--- src/rtl/lsu_pkg.sv ---
// lsu_pkg: shared widths, store-buffer depth and store-entry type for the load/store unit.
package lsu_pkg;
  localparam int DATA_W = 16;
  localparam int ADDR_W = 16;
  localparam int RAM_IDX_W = 3;
  localparam int SB_DEPTH = 4;
  typedef struct packed {
    logic [ADDR_W-1:0] addr;
    logic [DATA_W-1:0] data;
  } sb_entry_t;
endpackage

--- src/rtl/load_store_unit_if.sv ---
// load_store_unit_if: pipeline request/response and data-memory port of the load/store unit.
interface load_store_unit_if #(parameter int DATA_W = 16, parameter int ADDR_W = 16);
  logic req_valid, req_ready, req_we, resp_valid, mem_write_en, mem_read, sb_empty;
  logic [ADDR_W-1:0] req_addr;
  logic [DATA_W-1:0] req_wdata, resp_rdata, mem_write_data, mem_read_data;
  logic [15:0] mem_access_addr;
  modport master (
    output req_valid, req_we, req_addr, req_wdata, mem_read_data,
    input req_ready, resp_valid, resp_rdata, mem_access_addr, mem_write_data, mem_write_en, mem_read, sb_empty
  );
  modport slave (
    input req_valid, req_we, req_addr, req_wdata, mem_read_data,
    output req_ready, resp_valid, resp_rdata, mem_access_addr, mem_write_data, mem_write_en, mem_read, sb_empty
  );
endinterface

--- src/rtl/load_store_unit_store_buffer.sv ---
// store_buffer: circular store FIFO with per-entry address match and youngest-match data.
module store_buffer
  import lsu_pkg::*;
#(parameter int DEPTH = SB_DEPTH) (
  input  logic                 clk,
  input  logic                 rst_n,
  input  logic                 push,
  input  logic                 pop,
  input  sb_entry_t            wr_entry,
  input  logic [RAM_IDX_W-1:0] match_idx,
  output sb_entry_t            head_entry,
  output logic                 full,
  output logic                 empty,
  output logic                 hit,
  output logic [DATA_W-1:0]    hit_data
);
  localparam int PW = $clog2(DEPTH);
  sb_entry_t entries [DEPTH];
  logic [PW-1:0] head, tail, idx;
  logic [PW:0] count;
  logic [DEPTH-1:0] match;
  always_ff @(posedge clk or negedge rst_n)
    if (!rst_n) begin
      head <= '0;
      tail <= '0;
      count <= '0;
    end else begin
      if (push) tail <= tail + PW'(1);
      if (pop) head <= head + PW'(1);
      count <= count + (PW+1)'(push) - (PW+1)'(pop);
    end
  always_ff @(posedge clk)
    if (push) entries[tail] <= wr_entry;
  // Walk oldest to youngest so the last hit found is the youngest one.
  always_comb begin
    match = '0;
    hit_data = '0;
    idx = '0;
    for (int i = 0; i < DEPTH; i++) begin
      idx = head + PW'(i);
      match[idx] = ((PW+1)'(i) < count) && (entries[idx].addr[RAM_IDX_W-1:0] == match_idx);
      if (match[idx]) hit_data = entries[idx].data;
    end
  end
  assign hit = |match;
  assign head_entry = entries[head];
  assign full = count == (PW+1)'(DEPTH);
  assign empty = count == '0;
endmodule

--- src/rtl/load_store_unit.sv ---
// load_store_unit: buffered stores drained to an 8-word RAM, loads served from RAM or the buffer.
// Define LSU_STORE_FWD_EN to forward buffered store data to matching loads instead of stalling.
module load_store_unit #(
  parameter int DATA_W = lsu_pkg::DATA_W,
  parameter int ADDR_W = lsu_pkg::ADDR_W,
  parameter int SB_DEPTH = lsu_pkg::SB_DEPTH
) (
  input logic clk,
  input logic rst_n,
  load_store_unit_if.slave bus
);
  import lsu_pkg::*;
`ifdef LSU_STORE_FWD_EN
  localparam bit FWD = 1'b1;
`else
  localparam bit FWD = 1'b0;
`endif
  logic full, empty, hit, ready, load_acc, store_acc, use_mem, drain;
  logic [DATA_W-1:0] hit_data;
  sb_entry_t head_entry, wr_entry;
  assign wr_entry = '{addr: bus.req_addr, data: bus.req_wdata};
  store_buffer #(.DEPTH(SB_DEPTH)) u_sb (
    .clk(clk), .rst_n(rst_n), .push(store_acc), .pop(drain), .wr_entry(wr_entry),
    .match_idx(bus.req_addr[RAM_IDX_W-1:0]), .head_entry(head_entry), .full(full),
    .empty(empty), .hit(hit), .hit_data(hit_data)
  );
  // A load accepted this cycle owns the memory port, even when forwarded.
  always_comb begin
    ready = rst_n & (bus.req_we ? !full : (FWD || !hit));
    load_acc = bus.req_valid & !bus.req_we & ready;
    store_acc = bus.req_valid & bus.req_we & ready;
    use_mem = load_acc & !(FWD && hit);
    drain = !empty & !load_acc;
    bus.req_ready = ready;
    bus.mem_read = use_mem;
    bus.mem_write_en = drain;
    bus.mem_access_addr = use_mem ? 16'(bus.req_addr) : drain ? 16'(head_entry.addr) : '0;
    bus.mem_write_data = drain ? head_entry.data : '0;
    bus.sb_empty = empty;
  end
  always_ff @(posedge clk or negedge rst_n)
    if (!rst_n) begin
      bus.resp_valid <= 1'b0;
      bus.resp_rdata <= '0;
    end else begin
      bus.resp_valid <= load_acc;
      if (load_acc) bus.resp_rdata <= (FWD && hit) ? hit_data : bus.mem_read_data;
    end
endmodule

--- src/flat_wrapper.sv ---
// flat-port wrapper written by rule: the top's interface ports become plain ports
module load_store_unit_flat import lsu_pkg::*;
#(
  parameter int DATA_W = lsu_pkg::DATA_W,
  parameter int ADDR_W = lsu_pkg::ADDR_W,
  parameter int SB_DEPTH = lsu_pkg::SB_DEPTH
)
  (clk, rst_n, bus_req_valid, bus_req_we, bus_req_addr, bus_req_wdata, bus_mem_read_data, bus_req_ready, bus_resp_valid, bus_resp_rdata, bus_mem_access_addr, bus_mem_write_data, bus_mem_write_en, bus_mem_read, bus_sb_empty);
  load_store_unit_if #(.DATA_W(DATA_W), .ADDR_W(ADDR_W)) bus_i ();
  input logic clk;
  input logic rst_n;
  input wire logic [$bits(bus_i.req_valid)-1:0] bus_req_valid;
  input wire logic [$bits(bus_i.req_we)-1:0] bus_req_we;
  input wire logic [$bits(bus_i.req_addr)-1:0] bus_req_addr;
  input wire logic [$bits(bus_i.req_wdata)-1:0] bus_req_wdata;
  input wire logic [$bits(bus_i.mem_read_data)-1:0] bus_mem_read_data;
  output wire logic [$bits(bus_i.req_ready)-1:0] bus_req_ready;
  output wire logic [$bits(bus_i.resp_valid)-1:0] bus_resp_valid;
  output wire logic [$bits(bus_i.resp_rdata)-1:0] bus_resp_rdata;
  output wire logic [$bits(bus_i.mem_access_addr)-1:0] bus_mem_access_addr;
  output wire logic [$bits(bus_i.mem_write_data)-1:0] bus_mem_write_data;
  output wire logic [$bits(bus_i.mem_write_en)-1:0] bus_mem_write_en;
  output wire logic [$bits(bus_i.mem_read)-1:0] bus_mem_read;
  output wire logic [$bits(bus_i.sb_empty)-1:0] bus_sb_empty;
  assign bus_i.req_valid = bus_req_valid;
  assign bus_i.req_we = bus_req_we;
  assign bus_i.req_addr = bus_req_addr;
  assign bus_i.req_wdata = bus_req_wdata;
  assign bus_i.mem_read_data = bus_mem_read_data;
  assign bus_req_ready = bus_i.req_ready;
  assign bus_resp_valid = bus_i.resp_valid;
  assign bus_resp_rdata = bus_i.resp_rdata;
  assign bus_mem_access_addr = bus_i.mem_access_addr;
  assign bus_mem_write_data = bus_i.mem_write_data;
  assign bus_mem_write_en = bus_i.mem_write_en;
  assign bus_mem_read = bus_i.mem_read;
  assign bus_sb_empty = bus_i.sb_empty;
  load_store_unit #(.DATA_W(DATA_W), .ADDR_W(ADDR_W), .SB_DEPTH(SB_DEPTH)) u_core (.clk(clk), .rst_n(rst_n), .bus(bus_i));
endmodule
--- config.mk ---
export PLATFORM = sky130hd
export DESIGN_NAME = load_store_unit_flat
export DESIGN_NICKNAME = d
export VERILOG_FILES = /design/src/rtl/lsu_pkg.sv /design/src/rtl/load_store_unit_if.sv /design/src/rtl/load_store_unit_store_buffer.sv /design/src/rtl/load_store_unit.sv /design/src/flat_wrapper.sv
export SDC_FILE = /design/constraint.sdc
export NUM_CORES = 1
export LEC_CHECK = 0
export CELL_PAD_IN_SITES_DETAIL_PLACEMENT = 1
export CELL_PAD_IN_SITES_GLOBAL_PLACEMENT = 2
export CORE_MARGIN = 1.5
export CORE_UTILIZATION = 43
export DETAILED_ROUTE_END_ITERATION = 7
export PLACE_DENSITY = 0.9
export SETUP_SLACK_MARGIN = 0.15
export SYNTH_ARGS = -nofsm -noshare
export SYNTH_HDL_FRONTEND = slang
export SYNTH_SLANG_ARGS = --single-unit
--- constraint.sdc ---
create_clock -name clk -period 9.2 [get_ports clk]
set_input_delay 1.38 -clock clk [delete_from_list [all_inputs] [get_ports clk]]
set_output_delay 1.38 -clock clk [all_outputs]
set_load 0.1 [all_outputs]
==> results.md, run 1 <==
* Mapped Avg Cell Area at between 15 and 20 um2
* Die boundary height at 129 um
* Post-route ant nets at 0
* Number of antenna violations at the first check in global routing at 0
* Worst setup slack for register-to-register paths at 3850 ps
* Library cell with the largest summed area after synthesis: sky130_fd_sc_hd__edfxtp_1
* DR top layer: met4
* Mapped Area at 6820 um2
* Total routing resource utilization after global routing at around 21%
* Placeable Area at about 15000 um2
* Detail Route met3 WL at around 480 um
* Number of endpoints failing setup at the final stage at 0
* Cell area after placement at around 8000 um2
* Starting utilization of the core area at between 40 and 50%
* Total wirelength of the detailed-routed design at between 15000 and 20000 um
* Number of gates given a new drive strength after cts at 0
* Global-route congestion overflow total at 0
* Family with the most delay on the worst path: buffers and inverters
* Sequential area share after synthesis at around two thirds
* TritonCTS clock tree: yes
* Number of pins exceeding their max-slew limit in the final report at 0
* HP Start: u_core.bus.resp_rdata[13]
* Number of enable flip-flop cells after synthesis at roughly 130
* Sinks on Clock Net at approximately 150
* Run status: finished, final reports clean
* Average wire length per cell after detail routing at 22.7 um
* Endpoints failing hold at 0
* Final hold slack at 516 ps
* Number of buffers and inverters on the critical path at 2
* Achievable frequency at 0.133 GHz
* Fraction of post-synthesis cell area in the top cell type by area at a little under three fifths
* Wire length the detailed router placed on met1 at 6750 um
* Number of H-tree levels at 4
* Worst slew margin relative to its limit at 30.6%
* # DRC at 0
* Per-cell via count in the routed design at 5.36
* Row count at 45
* Slew at the pin with the worst max-slew slack at roughly 1000 ps
* Clk slew on worst S/H paths at ~60 ps
* Critical Path RT at 7820 ps
* Detailed-routed wire length on met2 at 8450 um
* Worst hold path stage count at 1
* Initial detailed-routing violation count at approximately 200
* Pin count of the biggest net entering global routing at 46
* Cell count of the worst reg-to-reg path at 14
* Antenna cell count at 0
* Most common library cells after synthesis: sky130_fd_sc_hd__edfxtp_1, sky130_fd_sc_hd__mux4_2, sky130_fd_sc_hd__dfrtp_1
* Critical R2R Capture: u_core.u_sb.count[2]
* Data arrival time of the worst path at 6140 ps
* Fraction of final layout cells sized beyond drive strength 1 at approximately 22%
* Via count of the first global-routing pass at between 4k and 5k
* Area of all placed cells without fillers at between 8000 and 9000 um2
* Number of buffers added by the clock tree synthesis step at 17
* Count of non-filler cells in the finished layout at between 700 and 800
* Detail Placement HPWL at 9600 um
* Dpl cells at ~670
* Clock root buffer: sky130_fd_sc_hd__clkbuf_16
* Boundary pin count at around 110
* Class of the tightest hold or removal check: flip-flop to flip-flop
* Hold Buf Count CTS at 0
* Maximum fanout encountered on the critical timing path at 44
* Layout overhead on the synthesized area at 26.4%
* Total negative slack for setup checks at 0 ps
* RSZ-0062 raised after global routing: false
* Via count at between 3k and 4k
* Most frequently used cell type in the post-synthesis netlist: sky130_fd_sc_hd__edfxtp_1
* Share of the cycle needed by the critical path after routing at about four fifths
* Synth area leaders: sky130_fd_sc_hd__edfxtp_1, sky130_fd_sc_hd__mux4_2, sky130_fd_sc_hd__dfrtp_1
* Yosys cell types at between 40 and 50
* Total iterations of the first detailed-routing run at 4
* Clock Skew at slightly above 10 ps
* Critical path launch point type: flip-flop
* Die width at around 130 um
* Routability congestion estimate at between 0.7 and 0.8
* Flop and latch count out of synthesis at 152
* Critical-path cell with the highest stage delay: sky130_fd_sc_hd__clkdlybuf4s50_1
* Number of I/O port buffers at approximately 100
* Crit Path Class: flip-flop to primary output
* Clock latency on the worst-skew pair at about 430 ps
* Cell breakdown of the critical path: inv_1 -> ha_1 -> mux4_2 -> xnor2_1 -> or4_4 -> o21ai_2 -> a311oi_4 -> nand2_4 -> mux2i_1 -> clkdlybuf4s50_1
* Total Die Area at 16600 um2
* Clock Path Buffers at 2
* Global-route wire length before repair at between 20000 and 25000 um
* Total number of yosys warnings at 0
* R2R Path Start: u_core.u_sb.head[1]
* Critical Path Sink Type: primary output
* Max Cap Violations at 0
* Min Tclk post-route at about 7500 ps
* Total number of nets in the final design at 550
* Min-Delay Endpoint: u_core.bus.resp_rdata[13]
* Post-synth top flop: sky130_fd_sc_hd__edfxtp_1
* Synthesized instance count at 374
* Fraction of registers with async set/reset at ~16%
* Longest individual stage delay on the worst path at roughly 1200 ps
* Synth Net Count at 442
* Post-CTS Setup Bufs at 0
==> registers in the layout, summed over array words and instances (netlist names) <==
| name | count |
|---|---|
| u_core.u_sb.entries | 128 |
| u_core.bus.resp_valid | 1 |
| u_core.u_sb.count | 3 |
| u_core.u_sb.head | 2 |
| u_core.bus.resp_rdata | 16 |
| u_core.u_sb.tail | 2 |
==> cell type report <==
cell class	count	area, um2
fill	1363	6750
sequential	152	4450
timing repair buffer	106	1060
clock inverter	9	125
inverter	18	67.6
clock buffer	23	468
tap	211	264
multi-input combinational	187	2200
==> cell usage in the layout, fill, tap and decap left out, drive strengths merged, types with 3 or more instances in the layout <==
cell             n
clkdlybuf4s50  104
xor2             3
o22ai            3
a21oi            4
nor2             7
ha              15
a31o            13
dfrtp           24
edfxtp         128
mux4            39
clkinv           4
xnor2           10
and3            14
mux2i            8
bufinv           3
and2            20
o21ai            4
clkbuf          23
inv             19
nand2           14
mux2            18
==> worst reg2reg max path, cell delays in order (launching register included) <==
cell,delay [ps]
sky130_fd_sc_hd__dfrtp_2,1050
sky130_fd_sc_hd__inv_1,250
sky130_fd_sc_hd__ha_1,560
sky130_fd_sc_hd__mux4_2,560
sky130_fd_sc_hd__xnor2_1,150
sky130_fd_sc_hd__or4_4,520
sky130_fd_sc_hd__o22ai_2,250
sky130_fd_sc_hd__a211oi_4,200
sky130_fd_sc_hd__a21oi_4,540
sky130_fd_sc_hd__ha_1,340
sky130_fd_sc_hd__inv_1,60
sky130_fd_sc_hd__ha_1,140
sky130_fd_sc_hd__inv_1,50
sky130_fd_sc_hd__fa_1,400
sky130_fd_sc_hd__xor2_1,170
==> layer usage <==
layer | track usage, % | up-vias
met4 | 8.39 | 0
met3 | 3.58 | 24
met1 | 26.7 | 1997
li1 | - | 1681
met5 | 0 | -
met2 | 35.3 | 81
==> logic make-up after synthesis <==
kind of cell | share of synthesized area, %
buffers and inverters | 2.71
muxes | 18.0
AOI/OAI and AO/OA | 4.42
xor gates and xnor gates | 1.67
and+or+nand+nor | 5.03
adders and majority gates | 3.05
DFF | 65.2
==> per-stage QoR <==
step | util (%) | setup slack (ps)
after floorplan | - | 2100
after global placement | 52.2 | 2300
after detailed placement | 52.2 | 2090
after CTS | 56.1 | 1670
after global routing | 56.1 | 1400
final | 56.1 | 1680
==> worst max path at each step <==
stage	from	to	slack, ps	depth (start not counted)
3_5_place_dp	u_core.u_sb.head[1]	bus_mem_access_addr[1]	2090	10
3_3_place_gp	u_core.u_sb.head[1]	bus_mem_access_addr[1]	2300	10
2_1_floorplan	u_core.u_sb.head[0]	bus_req_ready	2100	14
4_1_cts	u_core.u_sb.head[1]	bus_mem_access_addr[1]	1670	10
5_1_grt	u_core.u_sb.head[1]	bus_mem_access_addr[1]	1400	10
6_report	u_core.u_sb.head[1]	bus_mem_access_addr[2]	1680	10
Power of run 1 is not shown: default switching activity piles up to over one toggle a cycle in this logic, so the estimate is an artifact.
==> inputs of run 2 (changes only) <==
- CORE_UTILIZATION: 43 -> 40
- PLACE_DENSITY: 0.9 -> 0.85
- clock period: 9.2 -> 7.6 ns (I/O delays scaled with it)
==> results.md, run 2 (same netlist as run 1, synthesis figures left out) <==
* Post-place setup slack at 1050 ps (-1030 ps)
* Worst setup slack for register-to-register paths at 2360 ps (-1490 ps)
* Critical Path RT at 6460 ps (-1360 ps)
* Clk slew on worst S/H paths at 60 ps (about the same)
* Most frequent cells in the layout: sky130_fd_sc_hd__edfxtp_1, sky130_fd_sc_hd__clkdlybuf4s50_1, sky130_fd_sc_hd__mux4_2, sky130_fd_sc_hd__buf_4, sky130_fd_sc_hd__dfrtp_1
* Achievable frequency at 0.143 GHz
* Number of buffers added by the clock tree synthesis step at 17 (unchanged)
* RSZ-0062 raised after global routing: false
* Smallest setup slack after layout at 591 ps (-1090 ps)
* Endpoints failing hold at 0 (unchanged)
* Routability congestion estimate at 0.751 (-2.9%)
* Boundary pin count at 105 (unchanged)
* Clock latency on the worst-skew pair at 420 ps (about the same)
* Initial detailed-routing violation count at 150 (-25%)
* Starting utilization of the core area at 41.0% (-3.4 points)
* Class of the tightest hold or removal check: flip-flop to flip-flop
* Die width at 134 um (+3.6%)
* R2R Path Start: u_core.u_sb.head[0]
* Global-route congestion overflow total at 0 (unchanged)
* Number of H-tree levels at 4 (unchanged)
* Footprint of the multi-input gates at 2200 um2 (unchanged)
* Fillcell total at 1557 (+14%)
* Row count at 47 (+4.4%)
* Pin count of the biggest net entering global routing at 44 (-4.3%)
* Sinks on Clock Net at 152 (unchanged)
* Clock root buffer: sky130_fd_sc_hd__clkbuf_16
* Total routing resource utilization after global routing at 17.9% (-2.9 points)
* Number of I/O port buffers at 104 (unchanged)
* Post-route ant nets at 0 (unchanged)
* Layout overhead on the synthesized area at 25.0%
* Number of flip-flops under the largest register name at 128 (unchanged)
* Critical path launch point type: flip-flop
* Per-cell via count in the routed design at 5.21 (-2.8%)
* Critical Path Sink Type: primary output
* Total number of nets in the final design at 551 (+0.18%)
* Clock Path Buffers at 2 (unchanged)
* Global-route wire length before repair at 23600 um (-5.2%)
* Min Tclk post-route at 7010 ps
* Total iterations of the first detailed-routing run at 4 (unchanged)
* Number of gates given a new drive strength after cts at 0 (unchanged)
* Max Cap Violations at 0 (unchanged)
* Critical R2R Capture: u_core.u_sb.count[2]
* TritonCTS clock tree: yes
* Placeable Area at 16600 um2 (+8.3%)
* Total wirelength of the detailed-routed design at 15000 um (-6.1%)
* Post-CTS Setup Bufs at 0 (unchanged)
* Cell count of the worst reg-to-reg path at 14 (unchanged)
* Clock Skew at 10.3 ps (-0.0233 ps)
* Number of antenna violations at the first check in global routing at 0 (unchanged)
* Data arrival time of the worst path at 5870 ps (-270 ps)
* Worst hold path stage count at 1 (unchanged)
* Storage element area at 4450 um2 (unchanged)
* Antenna cell count at 0 (unchanged)
* Number of pins exceeding their max-slew limit in the final report at 0 (unchanged)
* Total Die Area at 17800 um2 (+7.3%)
* Detail Placement HPWL at 9570 um (-0.31%)
* # DRC at 0 (unchanged)
* Largest register by flop count: u_core.u_sb.entries
* Min-Delay Endpoint: u_core.bus.resp_rdata[11]
* Largest regs: u_core.u_sb.entries (128), u_core.bus.resp_rdata (16), u_core.u_sb.count (3)
* Total negative slack for setup checks at 0 ps (unchanged)
* HP Start: u_core.bus.resp_rdata[11]
* Run status: finished, final reports clean
* Maximum fanout encountered on the critical timing path at 33 (-25%)
* Die boundary height at 134 um (+3.6%)
* Via count at 3731 (-1.4%)
* Crit Path Class: flip-flop to primary output
* Most common cell after layout, fill and taps aside: sky130_fd_sc_hd__edfxtp_1
* Number of endpoints failing setup at the final stage at 0 (unchanged)
* Hold Buf Count CTS at 0 (unchanged)
* Slew at the pin with the worst max-slew slack at 1030 ps (-15.3 ps)
* Worst slew margin relative to its limit at 31.4% (+0.80 points)
* Average wire length per cell after detail routing at 21.0 um (-7.4%)
* Share of the cycle needed by the critical path after routing at 92.2%
* Via count of the first global-routing pass at 4177 (-2.0%)
* Fraction of final layout cells sized beyond drive strength 1 at 27.2% (+4.8 points)
-- run 2: critical path: stages, from the launching register on --
cell and delay [ps]:
sky130_fd_sc_hd__dfrtp_2 810, sky130_fd_sc_hd__inv_1 250, sky130_fd_sc_hd__ha_1 580, sky130_fd_sc_hd__mux4_2 580, sky130_fd_sc_hd__xnor2_1 210, sky130_fd_sc_hd__or4_4 190
sky130_fd_sc_hd__o21ai_2 70, sky130_fd_sc_hd__a311oi_4 830, sky130_fd_sc_hd__nand2_4 540, sky130_fd_sc_hd__a31o_2 390, sky130_fd_sc_hd__clkdlybuf4s50_1 970
-- run 2: how the worst max path moves through the flow --
stage | end | cells after the start | slack, ps | start
6_report | bus_mem_access_addr[10] | 10 | 590 | u_core.u_sb.head[0]
5_1_grt | bus_mem_access_addr[10] | 10 | 260 | u_core.u_sb.head[0]
4_1_cts | bus_mem_access_addr[14] | 10 | 550 | u_core.u_sb.head[0]
3_5_place_dp | bus_mem_access_addr[14] | 10 | 1050 | u_core.u_sb.head[0]
3_3_place_gp | bus_mem_access_addr[14] | 10 | 1150 | u_core.u_sb.head[0]
2_1_floorplan | bus_req_ready | 14 | 740 | u_core.u_sb.head[0]
-- run 2: area by class of cell --
class,count,share of cell area (%)
Timing Repair Buffer,107,11.9
Inverter,18,0.792
Clock inverter,13,1.14
Sequential cell,152,52.1
Clock buffer,19,5.08
Multi-Input combinational cell,187,25.8
Tap cell,220,3.23
-- run 2: through the flow --
stage | instance area (um2) | std cells | utilization [%] | hold slack, ps
global route | 8530 | 716 | 51.2 | 521
detailed placement | 8000 | 684 | 48.0 | 496
global placement | 8000 | 684 | 48.0 | 487
floorplan | 6820 | 374 | - | 488
CTS | 8530 | 716 | 51.2 | 515
finish | 8530 | 716 | 51.2 | 514
-- run 2: routing by layer --
metal | GRT usage (%) | wire, um | vias up
met5 | 0 | 0 | -
met1 | 22.1 | 6450 | 1936
li1 | - | - | 1685
met3 | 3.65 | 668 | 13
met4 | 7.19 | 184 | 0
met2 | 31.0 | 7730 | 97
Power of run 2 is left out for the same reason.
